[src/rtl/disp_page_sched.sv]
// Three-page display scheduler: rotates requesting pages with a dwell timer and forced advance.
// Define DISP_PAGE_SCHED_BLANK_EN to insert a dark BLANK_CYCLES gap between different pages.
module disp_page_sched #(
  parameter logic [31:0] DWELL_CYCLES = 32'd200000000,
  parameter logic [31:0] BLANK_CYCLES = 32'd10000000
) (
  input  logic        clk,
  input  logic        rst,
  input  logic [2:0]  page_req,
  input  logic [31:0] page0_data,
  input  logic [31:0] page1_data,
  input  logic [31:0] page2_data,
  input  logic        next_pulse,
  output logic [31:0] display_out,
  output logic        display_en_out,
  output logic [2:0]  grant
);

`ifdef DISP_PAGE_SCHED_BLANK_EN
  typedef enum logic [1:0] {IDLE, SHOW, BLANK} state_t;
`else
  typedef enum logic [0:0] {IDLE, SHOW} state_t;
`endif

  state_t      state;
  logic [1:0]  cur;
  logic [31:0] timer;

  function automatic logic [2:0] onehot(input logic [1:0] c);
    case (c)
      2'd1:    return 3'b010;
      2'd2:    return 3'b100;
      default: return 3'b001;
    endcase
  endfunction

  function automatic logic [1:0] lowest_req(input logic [2:0] req);
    if (req[0])      return 2'd0;
    else if (req[1]) return 2'd1;
    else             return 2'd2;
  endfunction

  // Cyclic search starting after c; falls back to c itself when it is the only requester.
  function automatic logic [1:0] next_req(input logic [2:0] req, input logic [1:0] c);
    logic [1:0] res;
    int         idx;
    res = c;
    for (int k = 3; k >= 1; k--) begin
      idx = (int'(c) + k) % 3;
      if (req[idx]) res = 2'(idx);
    end
    return res;
  endfunction

  function automatic logic [31:0] pick(input logic [1:0] c, input logic [31:0] d0,
                                       input logic [31:0] d1, input logic [31:0] d2);
    case (c)
      2'd1:    return d1;
      2'd2:    return d2;
      default: return d0;
    endcase
  endfunction

  logic        others;
  logic        dwell_done;
  logic        leave;
  logic        restart;
  logic [1:0]  low_page;
  logic [1:0]  nxt_page;
  logic [31:0] low_data;
  logic [31:0] nxt_data;
  logic [31:0] cur_data;

  always_comb begin
    others     = |(page_req & ~onehot(cur));
    dwell_done = (timer == DWELL_CYCLES - 32'd1);
    // Leaving only makes sense when someone else is waiting; a dropped own request implies that.
    leave      = others && (!page_req[cur] || next_pulse || dwell_done);
    restart    = dwell_done || next_pulse;
    low_page   = lowest_req(page_req);
    nxt_page   = next_req(page_req, cur);
    low_data   = pick(low_page, page0_data, page1_data, page2_data);
    nxt_data   = pick(nxt_page, page0_data, page1_data, page2_data);
    cur_data   = pick(cur, page0_data, page1_data, page2_data);
  end

`ifdef DISP_PAGE_SCHED_BLANK_EN
  logic blank_done;
  assign blank_done = (timer == BLANK_CYCLES - 32'd1);
`else
  logic unused_blank;
  assign unused_blank = ^BLANK_CYCLES;
`endif

  always_ff @(posedge clk or posedge rst) begin
    if (rst) begin
      state          <= IDLE;
      cur            <= 2'd0;
      timer          <= 32'd0;
      display_out    <= 32'd0;
      display_en_out <= 1'b0;
      grant          <= 3'b000;
    end else if (page_req == 3'b000) begin
      state          <= IDLE;
      timer          <= 32'd0;
      display_out    <= 32'd0;
      display_en_out <= 1'b0;
      grant          <= 3'b000;
    end else begin
      case (state)
        IDLE: begin
          state          <= SHOW;
          cur            <= low_page;
          timer          <= 32'd0;
          grant          <= onehot(low_page);
          display_en_out <= 1'b1;
          display_out    <= low_data;
        end
        SHOW: begin
          if (leave) begin
`ifdef DISP_PAGE_SCHED_BLANK_EN
            state          <= BLANK;
            timer          <= 32'd0;
            grant          <= 3'b000;
            display_en_out <= 1'b0;
`else
            cur            <= nxt_page;
            timer          <= 32'd0;
            grant          <= onehot(nxt_page);
            display_en_out <= 1'b1;
            display_out    <= nxt_data;
`endif
          end else begin
            timer          <= restart ? 32'd0 : timer + 32'd1;
            grant          <= onehot(cur);
            display_en_out <= 1'b1;
            display_out    <= cur_data;
          end
        end
`ifdef DISP_PAGE_SCHED_BLANK_EN
        BLANK: begin
          if (blank_done) begin
            state          <= SHOW;
            cur            <= nxt_page;
            timer          <= 32'd0;
            grant          <= onehot(nxt_page);
            display_en_out <= 1'b1;
            display_out    <= nxt_data;
          end else begin
            timer <= timer + 32'd1;
          end
        end
`endif
        default: state <= IDLE;
      endcase
    end
  end

endmodule

[config.mk]
export PLATFORM = sky130hd
export DESIGN_NAME = disp_page_sched
export DESIGN_NICKNAME = d
export VERILOG_FILES = /design/src/rtl/disp_page_sched.sv
export SDC_FILE = /design/constraint.sdc
export NUM_CORES = 1
export LEC_CHECK = 0
export BUFFER_PORTS_ARGS = -buffer_cell sky130_fd_sc_hd__clkbuf_2
export CAP_MARGIN = 0
export CORE_MARGIN = 2
export CORE_UTILIZATION = 55
export DETAILED_ROUTE_END_ITERATION = 10
export PLACE_DENSITY = 0.82
export SLEW_MARGIN = 20
export SYNTH_ARGS = -nofsm -noshare
export SYNTH_HDL_FRONTEND = slang
export SYNTH_SLANG_ARGS = --single-unit
[constraint.sdc]
create_clock -name clk -period 4.15 [get_ports clk]
set_input_delay 0.2075 -clock clk [delete_from_list [all_inputs] [get_ports clk]]
set_output_delay 0.2075 -clock clk [all_outputs]
set_load 0.02 [all_outputs]
[Yosys cells after proc, flatten, opt, wreduce, memory -nomap -nowiden]
Index checks and enable logic that the tools add are counted.
Operators by class
  add/sub/neg operators: 4
  reduce and logical (&&, ||, !) cells: 8
  equal/unequal tests: 8
  muxes and demuxes: 35
  div/mod/pow operators: 3
  bitwise logic cells: 4
  order comparisons: 4
Operators with widths (number)
  32-bit case mux with 2 select lines: 5
  32-bit 2-to-1 mux: 5
  32-bit by 4-bit less-than comparator with 1-bit output (second input constant): 3
  32-bit by 3-bit modulo with 32-bit output (second input constant): 3
  32-bit by 1-bit adder with 32-bit output (second input constant): 1
  32-bit by 28-bit == test with 1-bit output (second input constant): 1
  3-bit case mux with 2 select lines: 4
  2-bit 2-to-1 mux: 6
  1-bit binary-select mux with 2-bit select: 4
  1-bit 2-to-1 mux: 8
  2-bit by 2-bit adder with 3-bit output (second input constant): 2
  2-bit by 1-bit == test with 1-bit output (second input constant): 3
  2-bit == test (second input constant): 3
  3-bit 2-to-1 mux: 2
  2-bit case mux with 2 select lines: 1
  2-bit by 1-bit adder with 3-bit output (second input constant): 1
  3-bit bitwise AND: 1
  3-bit logical NOT: 1
  1-bit logical OR: 3
  2-bit by 3-bit less-than comparator with 1-bit output (second input constant): 1
  3-bit NOT: 1
  3-bit OR reduction: 1
  2-bit by 1-bit != test with 1-bit output (second input constant): 1
  1-bit NOT: 2
  other kinds (3): 3
Word-level totals
  input port bits: 102
  output and inout port bits: 36
  register bits after elaboration: 70
  logic and storage cells: 71

[Depth between registers and ports, before layout]
  word-level depth: 13
  gate-level depth with buffers: 16
  depth with buffers taken out: 13

[Worst setup path after synthesis]
No wires, ideal clock.
  kind: register to register
  start: register cur[0]
  end: register display_out[1]
  library setup time: 0.137 ns
  path slack: 1.189 ns
  required time: 4.013 ns
  period minus slack after synthesis: 2.961 ns
  path buffers: 3
  cell stages (with the launch flop): 15
  data arrival time: 2.825 ns
  cells stage by stage: dfrtp_1 -> inv_1 -> ha_1 -> clkbuf_1 -> nor2b_1 -> o21ai_0 -> a221oi_1 -> a31oi_1 -> or2_2 -> ha_1 -> clkbuf_1 -> clkbuf_1 -> o21ai_0 -> mux2i_1 -> a21oi_1
Between the ends
  cells in the longest elaborated chain, start to end: 13
  elaborated cells on any way between the ends: 37
  classes of those cells: add/sub (3); div (3); eq/ne (4); mux (20); bitwise (2); reduce/logical (5)
RTL lines
  from (decl): RTL line 26  | logic [1:0] cur;
  from (signal assigned): RTL line 113  | cur <= low_page;
  from (signal assigned): RTL line 127  | cur <= nxt_page;
  2-bit by 2-bit adder with 3-bit output: RTL line 49  | idx = (int'(c) + k) % 3;
  32-bit by 3-bit modulo with 32-bit output: RTL line 49
  1-bit binary-select mux with 2-bit select: RTL line 50  | if (req[idx]) res = 2'(idx);
  1-bit 2-to-1 mux (implied by the code) (2 in a row): RTL line 50
  2-bit 2-to-1 mux (3 in a row): RTL line 50
  2-bit == test or 2-bit by 1-bit == test with 1-bit output (tied branches): RTL line 57  | case (c)
  32-bit case mux with 2 select lines: RTL line 57
  32-bit 2-to-1 mux *: RTL line 120  | if (leave) begin
  32-bit case mux with 2 select lines *: RTL line 110  | case (state)
  32-bit 2-to-1 mux *: RTL line 103  | end else if (page_req == 3'b000) begin
  to (signal assigned): RTL line 117  | display_out <= low_data;
  to (signal assigned): RTL line 131  | display_out <= nxt_data;
  to (signal assigned): RTL line 137  | display_out <= cur_data;
  to (decl): RTL line 14  | output logic [31:0] display_out,
Every way passes the cells marked *; elsewhere a longest branch is shown, timed or not. The select of a mux whose other input is x is not followed.
A chain may end at the register's enable or synchronous reset.

[Worst setup path after layout]
  start: register cur[0]
  end: register display_out[23]
Same word-level chain as after synthesis.

==> impl_metrics.csv <==
group,metric,value,unit
detailed_routing,dr.pass1.iters,8,
clocking,cts.sinks,70,
clocking,cts_hold_buf,0,
clocking,cts-root-buf,"clkbuf_8",
detailed_routing,vias,5972,
global_routing,antenna_found_initial,0,
placement,dp_hpwl,11100,um
timing,max_slew_margin,0.407,
logic_synthesis,syn_inst,715,
critical_path,criticalPathCategory,"reg -> reg",
floorplanning,start_util,0.565,
clocking,ctsResizeCount,0,
floorplanning,num_rows,36,
layout,area_delta_synth_final,15.6,%
floorplanning,io_pins,138,
detailed_routing,viasPerCell,6.32,
global_routing,grtUsageTotal,0.306,
pwr,peakVddDrop,461,uV
detailed_routing,drt.antenna.violating_nets,0,
critical_path,arrival,3.79,ns
timing,final-hold-violation-count,0,
critical_path,path_max_fanout,33,
timing,grt_setup_unrepaired,"no",
clocking,cts_setup_buffers,0,
clocking,h-tree-depth,3,
timing,worstMarginPinSlew,0.889,ns
clocking,clk_latency,0.35,ns
pwr,p_per_area,739,nW/um2
logic_synthesis,syn-cell-area,5520,um2
floorplanning,fp.dieW,104,um
critical_path,required,4.42,ns
placement,numPortBuffers,137,
clocking,clk_pin_slew,0.09,ns
layout,final-seq-area,1750,um2
critical_path,start_kind,"flip-flop",
timing,fin_setup_tns,0,ns
layout,diodes,0,
global_routing,grt_pass1_wl,27400,um
logic_synthesis,synth_nets,824,
min_path,hp-class,"in -> async",
logic_synthesis,ys_types,47,
layout,layout-drive-gt1-share,0.218,
timing,drv_slew,0,
floorplanning,core-area,9770,um2
layout,utilization,0.653,
status,status,"complete, no violations",
global_routing,grt_overflow,0,
placement,place_congestion,0.893,
clocking,clk_path_buf_depth,2,
job,maxCapViolations,0,
clocking,cts_tree,"done",
layout,nets,917,
layout,multi_input_area,3430,um2
detailed_routing,drcViolationCount,0,
detailed_routing,drtIter0Drc,579,
clocking,cts_buffers,9,
placement,dpl_cell_area,6180,um2
logic_synthesis,synth-seq-cells,70,
timing,fin_skew,0.0130,ns
floorplanning,die_y,104,um
timing,period_share,0.849,
critical_path,end_kind,"flip-flop",
floorplanning,dieArea,10900,um2
logic_synthesis,postSynthAreaPerCell,7.72,um2
global_routing,grt_pass1_vias,5798,
timing,fin_crit,3.52,ns
timing,max_freq,0.284,GHz
logic_synthesis,synth.yosys.seq_area_share,0.317,
layout,fill_cells,865,
layout,design_area,6380,um2
detailed_routing,avgRoutedWirePerCell,17.8,um
timing,setup_viol,0,
detailed_routing,wl,16900,um
pwr,p_leak,0.00290,uW
logic_synthesis,ys.warnings.count,0,
global_routing,grt_max_degree,87,
==> cell usage after synthesis, drive strengths merged <==
cell     count  area share
o2111ai      1      0.0016
buf         15       0.021
a222oi       1      0.0018
and2         1      0.0011
nand3       17       0.015
o22ai       14       0.016
mux2i       55        0.10
xnor2        6      0.0095
nor4         3      0.0045
dfrtp       70        0.32
a311oi       1      0.0016
inv         12      0.0082
or2          4      0.0045
o21ai      130        0.12
a211oi       1      0.0014
a31oi        2      0.0023
o22a         1      0.0016
ha           7       0.016
clkbuf      52       0.035
nor4b        2      0.0032
o21a         1      0.0014
or3          4      0.0045
a21oi       58       0.053
nor2        57       0.039
nand4        7      0.0079
nor2b        2      0.0023
and3         3      0.0034
a221o        1      0.0018
mux2         1      0.0020
xor2        21       0.033
nor4bb       1      0.0018
a41oi        1      0.0029
o31ai        2      0.0027
a21o         1      0.0014
a221oi       2      0.0032
nand2       81       0.055
and4         5      0.0079
nor3         4      0.0036
a22oi       64       0.087
nand3b       1      0.0014
o32ai        2      0.0032
nand2b       1      0.0011
==> state kept, by name, summed over array words and instances, names as in the netlist <==
register and flops:
timer 32, grant 3, display_out 32, state 1, cur 2
==> layout by cell type, fill, tap and decap left out, types with 2 or more instances in the layout <==
cell,count
clkinv_4,2
xor2_1,21
nor4_1,2
or3_1,4
nand4_1,7
nor3_1,4
or2_2,4
nor2_1,57
o22ai_1,14
nor2b_1,2
and3_1,3
o32ai_1,2
a221oi_1,2
nor4b_1,2
clkbuf_8,10
a21oi_1,57
o21ai_0,130
mux2i_1,55
xnor2_1,6
dfrtp_1,69
a31oi_1,2
clkbuf_2,137
o31ai_1,2
a22oi_1,64
ha_1,5
inv_1,11
nand2_1,81
ha_2,2
and4_1,5
buf_4,11
nand3_1,17
==> metal layers <==
layer / wire (um) / part of all wire / track usage
met1: 6860 / 0.41 / 0.390
met4: 374 / 0.022 / 0.112
met2: 8270 / 0.49 / 0.520
met5: 0 / 0 / 0
met3: 1350 / 0.080 / 0.0564
==> worst max-delay path: stages, from the launching register on <==
cell	delay [ns]
dfrtp_1	0.48
inv_1	0.13
ha_2	0.65
o31ai_1	0.14
a221o_1	0.34
o22a_1	0.24
inv_1	0.08
ha_2	0.67
a22oi_1	0.20
o21ai_0	0.19
mux2i_1	0.11
a21oi_1	0.21
==> worst paths after layout <==
check | cells after the start | start | to | slack (ns)
min in group clk | 3 | page0_data[0] | display_out[0]$_DFF_PP0_ | 0.20
worst max register to register | 11 | cur[0]$_DFFE_PP0P_ | display_out[23]$_DFF_PP0_ | 0.63
worst min-delay path | 2 | rst | display_out[26]$_DFF_PP0_ | 0.03
worst max-delay path | 11 | cur[0]$_DFFE_PP0P_ | display_out[23]$_DFF_PP0_ | 0.63
max in group asynchronous | 3 | rst | timer[15]$_DFF_PP0_ | 3.17
worst min register to register | 1 | timer[0]$_DFF_PP0_ | timer[0]$_DFF_PP0_ | 0.49
==> logic make-up after synthesis <==
| family | Yosys count | synth area share |
|---|---|---|
| simple gates | 193 | 0.157 |
| mux | 56 | 0.102 |
| xor+xnor | 27 | 0.0428 |
| buf+inv | 79 | 0.0648 |
| fa+ha+maj | 7 | 0.0159 |
| compound gates | 283 | 0.301 |
| flops | 70 | 0.317 |
==> cell type report <==
| type | count | share of cell area |
|---|---|---|
| clock buffers | 10 | 0.0216 |
| multi-input cells | 566 | 0.538 |
| well taps | 133 | 0.0261 |
| flip-flops and latches | 70 | 0.275 |
| clock inverters | 5 | 0.00941 |
| repair buffers | 149 | 0.124 |
| inverters | 12 | 0.00706 |
==> power by group <==
part	internal, uW	switching, uW
Clock	292	285
Combinational	1160	2020
Sequential	872	87.0
==> metrics by stage <==
stage	total power, uW	hold WS (ns)	std cells	setup slack (ns)
after floorplan	3320	0.409	715	1.19
after global placement	3960	0.424	930	0.846
after detailed placement	4080	0.442	930	0.707
after CTS	4680	0.0638	945	0.675
after global routing	5100	0.104	945	0.391
final	4710	0.0288	945	0.626
Note: power is estimated with default switching activity, not from simulation.
